--- config.mk ---
export PLATFORM = sky130hd
export DESIGN_NAME = mc_control_unit_flat
export DESIGN_NICKNAME = d
export VERILOG_FILES = /design/src/rtl/mc_control_unit_if.sv /design/src/rtl/mc_control_unit.sv /design/src/flat_wrapper.sv
export SDC_FILE = /design/constraint.sdc
export NUM_CORES = 1
export LEC_CHECK = 0
export BUFFER_PORTS_ARGS = -buffer_cell sky130_fd_sc_hd__buf_2
export CORE_UTILIZATION = 43
export CTS_CLUSTER_SIZE = 28
export DETAILED_ROUTE_END_ITERATION = 12
export PLACE_DENSITY = 0.75
export SETUP_SLACK_MARGIN = 0.1
export SLEW_MARGIN = 20
export SYNTH_ARGS = -nofsm -noshare
export SYNTH_HDL_FRONTEND = slang
export SYNTH_SLANG_ARGS = --single-unit
--- constraint.sdc ---
create_clock -name clk -period 2.1 [get_ports clk]
set_input_delay 0 -clock clk [delete_from_list [all_inputs] [get_ports clk]]
set_output_delay 0 -clock clk [all_outputs]
set_load 0.01 [all_outputs]
--- src/rtl/mc_control_unit_if.sv ---
// Control interface between the instruction register / ALU flags and the
// multicycle datapath control inputs.
interface mc_control_unit_if;
    logic [5:0] opcode;
    logic [5:0] funct;
    logic       zero;
    logic       overflow;

    logic [1:0] ALUSrcAControl;
    logic [1:0] ALUSrcBControl;
    logic [2:0] ALUOp;
    logic       PCWrite;
    logic [1:0] PCSource;
    logic       IorD;
    logic       MemWrite;
    logic       IRWrite;
    logic       ABWrite;
    logic       ALUOutWrite;
    logic       MDRWrite;
    logic       RegWrite;
    logic       RegDst;
    logic       MemToReg;
    logic       EPCWrite;
    logic       CauseWrite;
    logic       Cause;
    logic [3:0] state_out;

    // Control unit side: consumes IR fields and flags, drives datapath controls
    modport master (
        input  opcode, funct, zero, overflow,
        output ALUSrcAControl, ALUSrcBControl, ALUOp, PCWrite, PCSource,
               IorD, MemWrite, IRWrite, ABWrite, ALUOutWrite, MDRWrite,
               RegWrite, RegDst, MemToReg, EPCWrite, CauseWrite, Cause,
               state_out
    );

    // Datapath side
    modport slave (
        output opcode, funct, zero, overflow,
        input  ALUSrcAControl, ALUSrcBControl, ALUOp, PCWrite, PCSource,
               IorD, MemWrite, IRWrite, ABWrite, ALUOutWrite, MDRWrite,
               RegWrite, RegDst, MemToReg, EPCWrite, CauseWrite, Cause,
               state_out
    );
endinterface

--- src/rtl/mc_control_unit.sv ---
// Multicycle control FSM: sequences fetch, decode, execute, memory access,
// write-back and exception entry for add/sub/and/addi/lw/sw/addm/beq/j.
module mc_control_unit #(
    parameter int unsigned MEM_LAT  = 1,
    parameter logic [5:0]  OPC_ADDM = 6'h01
) (
    input  logic               clk,
    input  logic               reset_n,
    mc_control_unit_if.master  bus
);

    localparam int unsigned CNT_W = 3;

    localparam logic [5:0] OP_RTYPE = 6'h00;
    localparam logic [5:0] OP_J     = 6'h02;
    localparam logic [5:0] OP_BEQ   = 6'h04;
    localparam logic [5:0] OP_ADDI  = 6'h08;
    localparam logic [5:0] OP_LW    = 6'h23;
    localparam logic [5:0] OP_SW    = 6'h2B;
    localparam logic [5:0] FN_ADD   = 6'h20;
    localparam logic [5:0] FN_SUB   = 6'h22;
    localparam logic [5:0] FN_AND   = 6'h24;

    localparam logic [2:0] ALU_ADD  = 3'b001;
    localparam logic [2:0] ALU_SUB  = 3'b010;
    localparam logic [2:0] ALU_AND  = 3'b011;

    typedef enum logic [3:0] {
        RST     = 4'd0,
        FETCH   = 4'd1,
        DECODE  = 4'd2,
        EXEC_R  = 4'd3,
        RWB     = 4'd4,
        ADDR    = 4'd5,
        MEM_RD  = 4'd6,
        LWB     = 4'd7,
        ADDM_EX = 4'd8,
        IWB     = 4'd9,
        MEM_WR  = 4'd10,
        BRANCH  = 4'd11,
        JUMP    = 4'd12,
        EXC     = 4'd13
    } state_t;

    state_t             state_q, state_d;
    logic [CNT_W-1:0]   cnt_q;
    logic               cause_q, cause_d;
    logic               done;
    logic               cnt_load;

    assign done     = (cnt_q == '0);
    assign cnt_load = (state_d != state_q) && (state_d == FETCH || state_d == MEM_RD);

    // State, memory wait counter and exception cause latch
    always_ff @(posedge clk or negedge reset_n) begin
        if (!reset_n) begin
            state_q <= RST;
            cnt_q   <= '0;
            cause_q <= 1'b0;
        end else begin
            state_q <= state_d;
            if (cnt_load)
                cnt_q <= CNT_W'(MEM_LAT);
            else if (!done)
                cnt_q <= cnt_q - CNT_W'(1);
            if (state_d == EXC && state_q != EXC)
                cause_q <= cause_d;
        end
    end

    // Next-state logic and exception cause selection
    always_comb begin
        state_d = state_q;
        cause_d = 1'b0;
        case (state_q)
            RST:     state_d = FETCH;
            FETCH:   if (done) state_d = DECODE;
            DECODE: begin
                if (bus.opcode == OP_RTYPE) begin
                    if (bus.funct == FN_ADD || bus.funct == FN_SUB || bus.funct == FN_AND) begin
                        state_d = EXEC_R;
                    end else begin
                        state_d = EXC;
                        cause_d = 1'b1;
                    end
                end else if (bus.opcode == OP_ADDI || bus.opcode == OP_LW ||
                             bus.opcode == OP_SW   || bus.opcode == OPC_ADDM) begin
                    state_d = ADDR;
                end else if (bus.opcode == OP_BEQ) begin
                    state_d = BRANCH;
                end else if (bus.opcode == OP_J) begin
                    state_d = JUMP;
                end else begin
                    state_d = EXC;
                    cause_d = 1'b1;
                end
            end
            // and never traps; add/sub trap on signed overflow
            EXEC_R:  state_d = (bus.funct != FN_AND && bus.overflow) ? EXC : RWB;
            ADDR: begin
                if (bus.opcode == OP_ADDI)
                    state_d = bus.overflow ? EXC : IWB;
                else if (bus.opcode == OP_SW)
                    state_d = MEM_WR;
                else
                    state_d = MEM_RD;
            end
            MEM_RD:  if (done) state_d = (bus.opcode == OP_LW) ? LWB : ADDM_EX;
            ADDM_EX: state_d = bus.overflow ? EXC : IWB;
            RWB, LWB, IWB, MEM_WR, BRANCH, JUMP, EXC: state_d = FETCH;
            default: state_d = RST;
        endcase
    end

    // Moore control decode (PCWrite in BRANCH follows the zero flag)
    always_comb begin
        bus.ALUSrcAControl = 2'b00;
        bus.ALUSrcBControl = 2'b00;
        bus.ALUOp          = 3'b000;
        bus.PCWrite        = 1'b0;
        bus.PCSource       = 2'b00;
        bus.IorD           = 1'b0;
        bus.MemWrite       = 1'b0;
        bus.IRWrite        = 1'b0;
        bus.ABWrite        = 1'b0;
        bus.ALUOutWrite    = 1'b0;
        bus.MDRWrite       = 1'b0;
        bus.RegWrite       = 1'b0;
        bus.RegDst         = 1'b0;
        bus.MemToReg       = 1'b0;
        bus.EPCWrite       = 1'b0;
        bus.CauseWrite     = 1'b0;
        bus.Cause          = 1'b0;
        bus.state_out      = state_q;
        case (state_q)
            FETCH: begin
                if (done) begin
                    bus.IRWrite        = 1'b1;
                    bus.ALUSrcAControl = 2'b10;
                    bus.ALUSrcBControl = 2'b01;
                    bus.ALUOp          = ALU_ADD;
                    bus.PCWrite        = 1'b1;
                end
            end
            DECODE: begin
                bus.ABWrite        = 1'b1;
                bus.ALUSrcAControl = 2'b10;
                bus.ALUSrcBControl = 2'b11;
                bus.ALUOp          = ALU_ADD;
                bus.ALUOutWrite    = 1'b1;
            end
            EXEC_R: begin
                bus.ALUSrcAControl = 2'b01;
                bus.ALUOutWrite    = 1'b1;
                if (bus.funct == FN_SUB)
                    bus.ALUOp = ALU_SUB;
                else if (bus.funct == FN_AND)
                    bus.ALUOp = ALU_AND;
                else
                    bus.ALUOp = ALU_ADD;
            end
            RWB: begin
                bus.RegWrite = 1'b1;
                bus.RegDst   = 1'b1;
            end
            ADDR: begin
                bus.ALUSrcAControl = 2'b01;
                bus.ALUSrcBControl = 2'b10;
                bus.ALUOp          = ALU_ADD;
                bus.ALUOutWrite    = 1'b1;
            end
            MEM_RD: begin
                bus.IorD     = 1'b1;
                bus.MDRWrite = done;
            end
            LWB: begin
                bus.RegWrite = 1'b1;
                bus.MemToReg = 1'b1;
            end
            ADDM_EX: begin
                bus.ALUSrcAControl = 2'b11;
                bus.ALUOp          = ALU_ADD;
                bus.ALUOutWrite    = 1'b1;
            end
            IWB:     bus.RegWrite = 1'b1;
            MEM_WR: begin
                bus.IorD     = 1'b1;
                bus.MemWrite = 1'b1;
            end
            BRANCH: begin
                bus.ALUSrcAControl = 2'b01;
                bus.ALUOp          = ALU_SUB;
                bus.PCSource       = 2'b01;
                bus.PCWrite        = bus.zero;
            end
            JUMP: begin
                bus.PCWrite  = 1'b1;
                bus.PCSource = 2'b10;
            end
            // EPC gets PC-4, i.e. the address of the faulting instruction
            EXC: begin
                bus.ALUSrcAControl = 2'b10;
                bus.ALUSrcBControl = 2'b01;
                bus.ALUOp          = ALU_SUB;
                bus.EPCWrite       = 1'b1;
                bus.CauseWrite     = 1'b1;
                bus.Cause          = cause_q;
                bus.PCWrite        = 1'b1;
                bus.PCSource       = 2'b11;
            end
            default: ;
        endcase
    end

endmodule

--- src/flat_wrapper.sv ---
// flat-port wrapper written by rule: the top's interface ports become plain ports
module mc_control_unit_flat 
#(
    parameter int unsigned MEM_LAT  = 1,
    parameter logic [5:0]  OPC_ADDM = 6'h01
)
  (clk, reset_n, bus_opcode, bus_funct, bus_zero, bus_overflow, bus_ALUSrcAControl, bus_ALUSrcBControl, bus_ALUOp, bus_PCWrite, bus_PCSource, bus_IorD, bus_MemWrite, bus_IRWrite, bus_ABWrite, bus_ALUOutWrite, bus_MDRWrite, bus_RegWrite, bus_RegDst, bus_MemToReg, bus_EPCWrite, bus_CauseWrite, bus_Cause, bus_state_out);
  mc_control_unit_if bus_i ();
  input  logic clk;
  input  logic reset_n;
  input wire logic [$bits(bus_i.opcode)-1:0] bus_opcode;
  input wire logic [$bits(bus_i.funct)-1:0] bus_funct;
  input wire logic [$bits(bus_i.zero)-1:0] bus_zero;
  input wire logic [$bits(bus_i.overflow)-1:0] bus_overflow;
  output wire logic [$bits(bus_i.ALUSrcAControl)-1:0] bus_ALUSrcAControl;
  output wire logic [$bits(bus_i.ALUSrcBControl)-1:0] bus_ALUSrcBControl;
  output wire logic [$bits(bus_i.ALUOp)-1:0] bus_ALUOp;
  output wire logic [$bits(bus_i.PCWrite)-1:0] bus_PCWrite;
  output wire logic [$bits(bus_i.PCSource)-1:0] bus_PCSource;
  output wire logic [$bits(bus_i.IorD)-1:0] bus_IorD;
  output wire logic [$bits(bus_i.MemWrite)-1:0] bus_MemWrite;
  output wire logic [$bits(bus_i.IRWrite)-1:0] bus_IRWrite;
  output wire logic [$bits(bus_i.ABWrite)-1:0] bus_ABWrite;
  output wire logic [$bits(bus_i.ALUOutWrite)-1:0] bus_ALUOutWrite;
  output wire logic [$bits(bus_i.MDRWrite)-1:0] bus_MDRWrite;
  output wire logic [$bits(bus_i.RegWrite)-1:0] bus_RegWrite;
  output wire logic [$bits(bus_i.RegDst)-1:0] bus_RegDst;
  output wire logic [$bits(bus_i.MemToReg)-1:0] bus_MemToReg;
  output wire logic [$bits(bus_i.EPCWrite)-1:0] bus_EPCWrite;
  output wire logic [$bits(bus_i.CauseWrite)-1:0] bus_CauseWrite;
  output wire logic [$bits(bus_i.Cause)-1:0] bus_Cause;
  output wire logic [$bits(bus_i.state_out)-1:0] bus_state_out;
  assign bus_i.opcode = bus_opcode;
  assign bus_i.funct = bus_funct;
  assign bus_i.zero = bus_zero;
  assign bus_i.overflow = bus_overflow;
  assign bus_ALUSrcAControl = bus_i.ALUSrcAControl;
  assign bus_ALUSrcBControl = bus_i.ALUSrcBControl;
  assign bus_ALUOp = bus_i.ALUOp;
  assign bus_PCWrite = bus_i.PCWrite;
  assign bus_PCSource = bus_i.PCSource;
  assign bus_IorD = bus_i.IorD;
  assign bus_MemWrite = bus_i.MemWrite;
  assign bus_IRWrite = bus_i.IRWrite;
  assign bus_ABWrite = bus_i.ABWrite;
  assign bus_ALUOutWrite = bus_i.ALUOutWrite;
  assign bus_MDRWrite = bus_i.MDRWrite;
  assign bus_RegWrite = bus_i.RegWrite;
  assign bus_RegDst = bus_i.RegDst;
  assign bus_MemToReg = bus_i.MemToReg;
  assign bus_EPCWrite = bus_i.EPCWrite;
  assign bus_CauseWrite = bus_i.CauseWrite;
  assign bus_Cause = bus_i.Cause;
  assign bus_state_out = bus_i.state_out;
  mc_control_unit #(.MEM_LAT(MEM_LAT), .OPC_ADDM(OPC_ADDM)) u_core (.clk(clk), .reset_n(reset_n), .bus(bus_i));
endmodule
# --- After elaboration in Yosys (flattened, before gate mapping) ---
# Cells that the tools add are included.
word_totals:
  register_bits: 8
  out_inout_bits: 26
  elab_cells: 97
op_classes:
  addsub: 1
  eq_ne: 29
  muxes: 43
  n_reduce_logical: 21
ops:
  columns: ["operator", "n"]
  rows:
  - ["$mux W4", 10]
  - ["$eq A6 B6 Y1 const B", 5]
  - ["$eq A4 B4 Y1 const B", 7]
  - ["$pmux W4 S7", 1]
  - ["$mux W1", 21]
  - ["$eq A4 B3 Y1 const B", 5]
  - ["$pmux W2 S4", 2]
  - ["$mux W3", 4]
  - ["$pmux W3 S4", 1]
  - ["$reduce_or A3 Y1", 3]
  - ["$eq A4 B1 Y1 const B", 2]
  - ["$eq A4 B2 Y1 const B", 2]
  - ["$reduce_or A2 Y1", 4]
  - ["$reduce_or A8 Y1", 1]
  - ["$eq A6 B1 Y1 const B", 1]
  - ["$eq A6 B2 Y1 const B", 1]
  - ["$eq A6 B3 Y1 const B", 1]
  - ["$eq A6 B4 Y1 const B", 1]
  - ["$logic_not A6 Y1", 1]
  - ["$logic_or A1 B1 Y1", 6]
  - ["$ne A6 B6 Y1 const B", 1]
  - ["$pmux W2 S3", 1]
  - ["$logic_not A4 Y1", 1]
  - ["$mux W2", 2]
  - ["other kinds (8)", 10]

# --- Longest topological paths before layout ---
# Gate-level depths: netlist of run 1.
logic_depth:
  depth_word: 11
  mapped_depth: 9
  ltp_nobuf: 8

# --- Worst setup path after synthesis of run 1 ---
# Ideal clock, no wire load.
synth_timing:
  path_type: "register -> register"
  startpoint: "register u_core.cnt_q[0]"
  endpoint: "register u_core.cnt_q[0]"
  setup_ns: 0.131
  arrival_time_ns: 1.891
  required_ns: 1.969
  setup_slack_ns: 0.078
  path_stages_with_launch: 10
  synth_period_minus_slack_ns: 2.022
  cell_sequence: "dfrtp_1 inv_1 ha_1 nand2b_1 buf_2 a211oi_1 a2bb2oi_2 o311a_1 and4b_4 or3_1"
synth_between:
  elab_chain_cells: 7
  elab_cells_between_ends: 13
  cone_classes: "1 x add/sub; 4 x eq/ne; 5 x mux; 3 x reduce/logical"
synth_rtl:
  columns: ["element", "line", "source"]
  rows:
  - ["start: declaration", "mc_control_unit.sv:46", "logic [CNT_W-1:0] cnt_q;"]
  - ["start signal: assignment", "mc_control_unit.sv:63", "cnt_q <= CNT_W'(MEM_LAT);"]
  - ["start signal: assignment", "mc_control_unit.sv:65", "cnt_q <= cnt_q - CNT_W'(1);"]
  - ["$logic_not A3 Y1", "mc_control_unit.sv:51", "assign done = (cnt_q == '0);"]
  - ["$mux W4, on equally long branches", "mc_control_unit.sv:108, mc_control_unit.sv:77", null]
  - ["$pmux W4 S7", "mc_control_unit.sv:75", "case (state_q)"]
  - ["$eq A4 B1 Y1 / $eq A4 B3 Y1 (equally long branches)", "mc_control_unit.sv:52", "assign cnt_load = (state_d != state_q) && (state_d == FETCH || state_d == MEM_RD);"]
  - ["$logic_or A1 B1 Y1", "mc_control_unit.sv:52", null]
  - ["$logic_and A1 B1 Y1", "mc_control_unit.sv:52", null]
  - ["$ne A2 B2 Y1 (no line) / $mux W3 (equally long branches)", null, null]
# Several ways; a longest one is shown, not always the timed one. The select of a mux whose other input is x is not followed.
# A chain may end at the register's enable or synchronous reset.

# --- Worst setup path after layout of run 1 ---
layout_timing:
  startpoint: "register u_core.cnt_q[1]"
  endpoint: "register u_core.cnt_q[0]"
layout_between:
  elab_chain_cells: 7
  elab_cells_between_ends: 11
  cone_classes: "4 x eq/ne; 4 x mux; 3 x reduce/logical"
layout_rtl:
  columns: ["element", "line"]
  rows:
  - ["$logic_not A3 Y1 (*)", "mc_control_unit.sv:51"]
  - ["$mux W4, on equally long branches", "mc_control_unit.sv:108, mc_control_unit.sv:77"]
  - ["$pmux W4 S7", "mc_control_unit.sv:75"]
  - ["$eq A4 B1 Y1 / $eq A4 B3 Y1 (equally long branches)", "mc_control_unit.sv:52"]
  - ["$logic_or A1 B1 Y1", "mc_control_unit.sv:52"]
  - ["$logic_and A1 B1 Y1", "mc_control_unit.sv:52"]
  - ["$ne A2 B2 Y1 (no line) / $mux W3 (equally long branches)", null]
# Mark *: on every way between the ends. The rest lies on a longest branch, timed or not.

==> flow_metrics.tcl, run 1 <==
set metrics [dict create \
    clk-insertion-delay-late_ps 250 \
    cpMaxStageDelayCell "dfrtp_1" \
    place.port_buffers 40 \
    synth.distinct_cells 43 \
    detailed_placement_wirelength_estimate_um 2370 \
    route.detailed.wl_per_inst_um 13.5 \
    area_growth_pct 43.9 \
    critical_path.cell_chain "inv_2 > ha_4 > nand2b_4 > buf_6 > a211oi_4 > a2bb2oi_2 > o311a_1 > and4b_4 > or3_1" \
    global_route.usage.total_pct 24.5 \
    portion_of_the_clock_cycle_consumed_by_the_worst_path_in_the_final_layout_pct 92.1 \
    finalSetupTns_ps 0 \
    cp.required_ps 2230 \
    cts.sinks 8 \
    slew_headroom_pct 61.5 \
    clockBufferDepth 2 \
    placementRows 17 \
    totalPowerFinal_mw 2.19 \
    io_pins 42 \
    critPathCaptureType "flip-flop" \
    drive_above_1_share_pct 45.3 \
    power_density_nw_per_um2 1460 \
    timing.final.setup_violations 0 \
    grt_pass1_wl_um 4910 \
    initial_antenna_violation_count 0 \
    critPathMaxFanout 4 \
    vias 1289 \
    asyncSetResetFlopFracSynth_pct 100 \
    n_antenna_cell 0 \
    grt_use_met1_pct 31.5 \
    post_synth_instance_area_um2 1040 \
    die_w_um 51.2 \
    cpPeakStageDelay_ps 390 \
    number_of_global_route_vias_before_repair 1168 \
    synth-main-ff-cell "dfrtp_1" \
    gpl.final_weighted_congestion 1.02 \
    core-area_um2 2250 \
    gr-total-overflow 0 \
    die_h_um 51.2 \
    final_hold_violating_endpoints 0 \
    whs_ps 108 \
    floorplan.initialDensity_pct 46.2 \
    syn_nets 161 \
    grt-busiest-layer "met2" \
    filler_cell_count 194 \
    synth-edff-count 0 \
    power.ir.vdd_worst_mv 0.785 \
    drv_cap 0 \
    setup_repair_after_global_routing_missed_its_margin "true" \
    yosys_warnings 0 \
    worst_pin_slew_ps 573 \
    path_class "flip-flop to flip-flop" \
    drt_wl_total_um 3090 \
    dpl.cell_count 216 \
    global_route.usage.met3_pct 4.46 \
    post_layout_nonfiller_instances 229 \
    yosysSeqAreaShare_pct 19.2 \
    clkSlewWorstSetupHoldPaths_ps 50 \
    worst_setup_path_start_kind "flip-flop" \
    drt_iter0_markers 37 \
    syn_area_per_cell_um2 7.29 \
    detailed_place.area_um2 1330 \
    tritoncts "built" \
    post_synth_inst_count 143 \
    cts_root_buf "clkbuf_4" \
    cp_data_arrival_time_ps 2070 \
    cts_max_level 1 \
    num-nets-final 221 \
    leakage_nw 0.729 \
    detailedRoute.firstPassIterationCount 4 \
    max_clock_freq_mhz 517 \
    clock-skew-final_ps 6.31 \
    final_antenna_net_count 0 \
    synth-seq-cells 8 \
    design_area_um2 1500 \
    timing_max_transition_violations_final 0 \
    min_period_ps 1930 \
    met2_usage_pct 43.4 \
    post_drt_via_cell_ratio 5.63 \
    status "finished, final reports clean" \
    min-delay-path-class "input pin to async pin" \
    grt_start_max_net_pins 16 \
    number_of_cts_inserted_buffers 3 \
    die_area_um2 2620 \
    drc_violations 0 \
]
[synth_stat cells (2+ instances only)]
| cell type | number | share of area, % |
|---|---|---|
| nor2_1 | 17 | 6.1 |
| nand2_1 | 15 | 5.4 |
| a21oi_1 | 12 | 5.8 |
| dfrtp_1 | 8 | 19 |
| nor3_1 | 8 | 3.8 |
| o21ai_0 | 7 | 3.4 |
| inv_1 | 6 | 2.2 |
| a211oi_1 | 4 | 2.9 |
| buf_4 | 4 | 2.9 |
| nor2b_1 | 4 | 2.4 |
| o22ai_1 | 4 | 2.4 |
| a21o_1 | 3 | 2.2 |
| a31oi_1 | 3 | 1.8 |
| and3_1 | 3 | 1.8 |
| buf_2 | 3 | 1.4 |
| nand2b_1 | 3 | 1.8 |
| nand3_1 | 3 | 1.4 |
| nand4bb_1 | 3 | 3.2 |
| xor2_1 | 3 | 2.5 |
| a22oi_1 | 2 | 1.4 |
| and2_1 | 2 | 1.2 |
| clkbuf_1 | 2 | 0.72 |
| ha_1 | 2 | 2.4 |
| or3_1 | 2 | 1.2 |
| or3_4 | 2 | 2.2 |
[worst max-delay path: cells and delay by family, from the launching register on]
family | cells | cell delay, ps
and+or+nand+nor | 3 | 560
AOI/OAI and AO/OA | 3 | 490
DFF | 1 | 390
buffers and inverters | 2 | 220
adders and majority gates | 1 | 150
[path summary, 6_finish.rpt]
kind	startpoint	endpoint	slack (ps)	cells after the start
worst max-delay path	u_core.cnt_q[1]$_DFFE_PN0P_	u_core.cnt_q[0]$_DFFE_PN0P_	170	9
max in group asynchronous	reset_n	u_core.bus.state_out[2]$_DFF_PN0_	1820	2
min in group clk	bus_opcode[4]	u_core.cause_q$_DFFE_PN0P_	210	4
worst min-delay path	reset_n	u_core.bus.state_out[0]$_DFF_PN0_	110	2
worst max register to register	u_core.cnt_q[1]$_DFFE_PN0P_	u_core.cnt_q[0]$_DFFE_PN0P_	170	9
worst min register to register	u_core.cause_q$_DFFE_PN0P_	u_core.cause_q$_DFFE_PN0P_	510	1
[placed cells by master, fill, tap and decap left out, drive strengths merged, types with 2 or more instances in the layout]
cell,instances
o22ai,4
nor4b,2
and2,2
ha,2
xor2,3
nor2,17
a31oi,3
and3,3
inv,6
dfrtp,8
nand2b,4
a21o,3
a22oi,2
nand4bb,3
nor3,8
or3,4
a211oi,4
clkbuf,3
nand2,15
buf,64
o21ai,7
nor2b,4
nand3,3
a21oi,12
[routing by layer]
metal / wire (um) / up-vias
li1: - / 631
met1: 1370 / 594
met2: 1500 / 60
met3: 182 / 4
met4: 36 / 0
met5: 0 / -
[state kept, by name, summed over array words and instances (netlist names)]
register,cells
u_core.bus.state_out,4
u_core.cause_q,1
u_core.cnt_q,3
[cells by family after synthesis]
kind of cell / Yosys count / synth area share [%]
adders and majority gates: 2 / 2.40
other: 1 / 0.360
xor gates and xnor gates: 4 / 3.36
buffers and inverters: 17 / 8.64
AOI/OAI and AO/OA: 43 / 28.0
and+or+nand+nor: 68 / 38.1
DFF: 8 / 19.2
[stage by stage]
stage	setup slack [ps]	util (%)
detailed placement	1.55	59.0
global route	76.4	66.5
global placement	112	59.0
CTS	105	63.1
finish	166	66.5
floorplan	107	-
[area by class of cell]
| cell class | instances | area [um2] | share of cell area [%] |
|---|---|---|---|
| multi-input cells | 118 | 818 | 54.5 |
| repair buffers | 65 | 394 | 26.3 |
| flip-flops and latches | 8 | 204 | 13.6 |
| well taps | 28 | 35.0 | 2.34 |
| inverters | 7 | 26.3 | 1.75 |
| clock buffers | 3 | 22.5 | 1.50 |
[repair_timing]
item | in CTS | in global routing
setup endpoints to repair | 1 | 2
hold buffers | 1 | 0
resized for setup | 10 | 9
setup buffers | 2 | 7
endpoints found under the hold margin | 8 | 0
pin swaps | 4 | 7
[power by group]
group	leakage (nW)	internal [mW]	total, mW	switching, mW
clock	0.0138	0.0650	0.112	0.0469
combinational	0.621	0.879	1.75	0.867
sequential	0.0939	0.234	0.328	0.0939
total	0.729	1.18	2.19	1.01
(Power assumes the default switching activity.)
==> run 2: changes to the inputs <==
ABC_AREA = 1   (was default)
CELL_PAD_IN_SITES_DETAIL_PLACEMENT = 0   (was default)
CELL_PAD_IN_SITES_GLOBAL_PLACEMENT = 2   (was default)
CORE_UTILIZATION = 21   (was 43)
PLACE_DENSITY = default   (was 0.75)
PLACE_DENSITY_LB_ADDON = 0.1   (was default)
SETUP_SLACK_MARGIN = default   (was 0.1)
==> run 2 against run 1 <==
  * Fmax up 8.0%
  * Cell count grew 28%
  * Synthesized cell count up 29%
  * Die area up 100%
  * Clock skew is 2.7 ps lower
  * Critical path type unchanged
==> flow_metrics.tcl, run 2 <==
set metrics [dict create \
    power.ir.vdd_worst_mv 0.638 \
    critPathMaxFanout 6 \
    clk-insertion-delay-late_ps 220 \
    synth_simple_gate_area_share_pct 53.9 \
    yosys_warnings 0 \
    worst-r2r-setup-slack_ps 310 \
    portion_of_the_clock_cycle_consumed_by_the_worst_path_in_the_final_layout_pct 85.3 \
    crit_path_end "u_core.cnt_q[1]$_DFFE_PN0P_" \
    largest_register_ff_count 4 \
    path_delay_family "simple AND/OR/NAND/NOR gates" \
    post_synth_inst_count 185 \
    netlist_top_cells_count "37 x inv_1, 36 x nor2_1, 33 x nand2_1" \
    post_drt_via_cell_ratio 4.22 \
    synth-seq-cells 8 \
    floorplan.initialDensity_pct 22.0 \
    detailedRoute.firstPassIterationCount 4 \
    tritoncts "built" \
    worstReg2RegEnd "u_core.cnt_q[1]$_DFFE_PN0P_" \
    area_growth_pct 29.4 \
    number_of_global_route_vias_before_repair 1209 \
    cts_max_level 1 \
    global_route.usage.met3_pct 2.35 \
    gpl.final_weighted_congestion 0.840 \
    min-delay-path-class "input pin to async pin" \
    finalSetupTns_ps 0 \
    netlist.area_leader.share_pct 19.0 \
    crit_top_cell "nand2_1" \
    worst_setup_path_start_kind "flip-flop" \
    gr-total-overflow 0 \
    drive_above_1_share_pct 31.0 \
    setup.worst_path.start "u_core.cnt_q[0]$_DFFE_PN0P_" \
    post_synth_mux_area_share_pct 0 \
    post_layout_nonfiller_instances 293 \
    io_pins 42 \
    dpl.cell_count 289 \
    drt_iter0_markers 26 \
    main_combinational_cell_family_by_area_after_synthesis "simple AND/OR/NAND/NOR gates" \
    cpPeakStageDelay_ps 370 \
    timing_max_transition_violations_final 0 \
    detailed_placement_wirelength_estimate_um 2820 \
    critical_path.reg2reg.startpoint "u_core.cnt_q[0]$_DFFE_PN0P_" \
    critical_path.cell_chain "inv_1 > ha_1 > nand2_2 > inv_2 > nand2_1 > nand3_1 > nand3_2 > nor2_2 > nand3_1 > nand2_1 > nand3_2 > nand2_1 > inv_1" \
    cp.required_ps 2220 \
    synthMostInstantiatedCell "inv_1" \
    vias 1236 \
    grt_pass1_wl_um 5420 \
    placementRows 25 \
    die_h_um 72.8 \
    layout_commonest_cell "buf_2" \
    wp_depth 13 \
    num-nets-final 246 \
    clkSlewWorstSetupHoldPaths_ps 40 \
    yosys.area_share.xor_xnor_pct 0.832 \
    post_synth_instance_area_um2 1050 \
    yosys.area_share.adder_pct 2.38 \
    die_area_um2 5300 \
    asyncSetResetFlopFracSynth_pct 100 \
    setup_repair_after_global_routing_missed_its_margin "false" \
    cp_data_arrival_time_ps 1910 \
    status "finished, final reports clean" \
    place.port_buffers 40 \
    clock-skew-final_ps 3.61 \
    met2_usage_pct 23.6 \
    yosysSeqAreaShare_pct 19.0 \
    final_hold_violating_endpoints 0 \
    synth-main-ff-cell "dfrtp_1" \
    grt-busiest-layer "met2" \
    global_route.usage.total_pct 13.0 \
    n_antenna_cell 0 \
    cpMaxStageDelayCell "dfrtp_1" \
    synth.distinct_cells 27 \
    cts.sinks 8 \
    drt_wl_total_um 3170 \
    timing.reg2reg.worst_path_depth 13 \
    core-area_um2 4790 \
    syn_area_per_cell_um2 5.69 \
    timing.final.setup_violations 0 \
    route.detailed.wl_per_inst_um 10.8 \
    grt_start_max_net_pins 10 \
    drv_cap 0 \
    top_library_cells_by_usage_in_the_layout_fill_and_taps_aside "40 x buf_2, 36 x inv_1, 36 x nor2_1" \
    leakage_nw 0.844 \
    final_util_pct 28.4 \
    critPathCaptureType "flip-flop" \
    power_density_nw_per_um2 1290 \
    initial_antenna_violation_count 0 \
    syn_nets 203 \
    path_class "flip-flop to flip-flop" \
    synth-edff-count 0 \
    min_period_ps 1790 \
    cts_root_buf "clkbuf_8" \
    critPathBufInv 3 \
    max_clock_freq_mhz 558 \
    clockBufferDepth 2 \
    grt_use_met1_pct 16.7 \
    final_antenna_net_count 0 \
    synth_compound_area_share_pct 6.78 \
    synth.area.top_cells "dfrtp_1 19%, inv_1 13%, nor2_1 13%" \
    die_w_um 72.8 \
    drc_violations 0 \
    number_of_cts_inserted_buffers 3 \
    filler_cell_count 595 \
    yosys.area.top_type "dfrtp_1" \
]
-- run 2: cell families (layout without fill, tap and decap cells) --
kind of cell / Yosys count / count (layout)
buffers and inverters: 43 / 84
other: 1 / 1
adders and majority gates: 2 / 2
AOI/OAI and AO/OA: 12 / 12
xor gates and xnor gates: 1 / 1
and+or+nand+nor: 118 / 118
DFF: 8 / 8
-- run 2: report_power, final --
part	leakage [nW]	switching (mW)	internal (mW)	total, mW
registers	0.0978	0.0835	0.227	0.310
clock network	0.0216	0.0561	0.124	0.180
logic	0.724	0.809	0.450	1.26
total	0.844	0.948	0.801	1.75
-- run 2: layout make-up --
cell class                 instances  area [um2]  area share, %
inverter                          40         150           11.0
sequential                         8         200           14.7
clock buffer                       3        41.3           3.03
multi-input combinational        134         676           49.6
timing repair buffer              41         210           15.4
tap                               67        83.8           6.16
-- run 2: metrics by stage --
step	total power [mW]	hold slack, ps	setup WS, ps	area [um2]
after floorplan	1.21	-296	512	1050
after global placement	1.60	-150	206	1310
after detailed placement	1.59	-147	203	1310
after CTS	1.78	155	195	1360
after global routing	1.96	179	87.1	1360
final	1.75	148	308	1360
-- run 2: per-layer routing --
metal  vias to the layer above  part of all wire [%]  wire [um]
li1                        645                     -          -
met5                         -                     0          0
met1                       561                    48       1530
met3                         0                   4.6        147
met4                         0                     0          0
met2                        30                    47       1500
-- run 2: how the worst min path moves through the flow --
stage	startpoint	endpoint	slack, ps	cells past startpoint
after global placement	reset_n	u_core.bus.state_out[3]$_DFF_PN0_	-150	1
after floorplan	reset_n	u_core.bus.state_out[0]$_DFF_PN0_	-300	0
after CTS	reset_n	u_core.cnt_q[0]$_DFFE_PN0P_	150	2
final	reset_n	u_core.cnt_q[0]$_DFFE_PN0P_	150	2
after detailed placement	reset_n	u_core.bus.state_out[0]$_DFF_PN0_	-150	1
after global routing	reset_n	u_core.bus.state_out[0]$_DFF_PN0_	180	2
-- run 2: timing repair --
item / in CTS / in global routing
setup buffers: 0 / 0
resized for setup: 0 / 1
setup endpoints to repair: 0 / 2
hold endpoints to repair: 8 / 0
hold buffers: 1 / 0
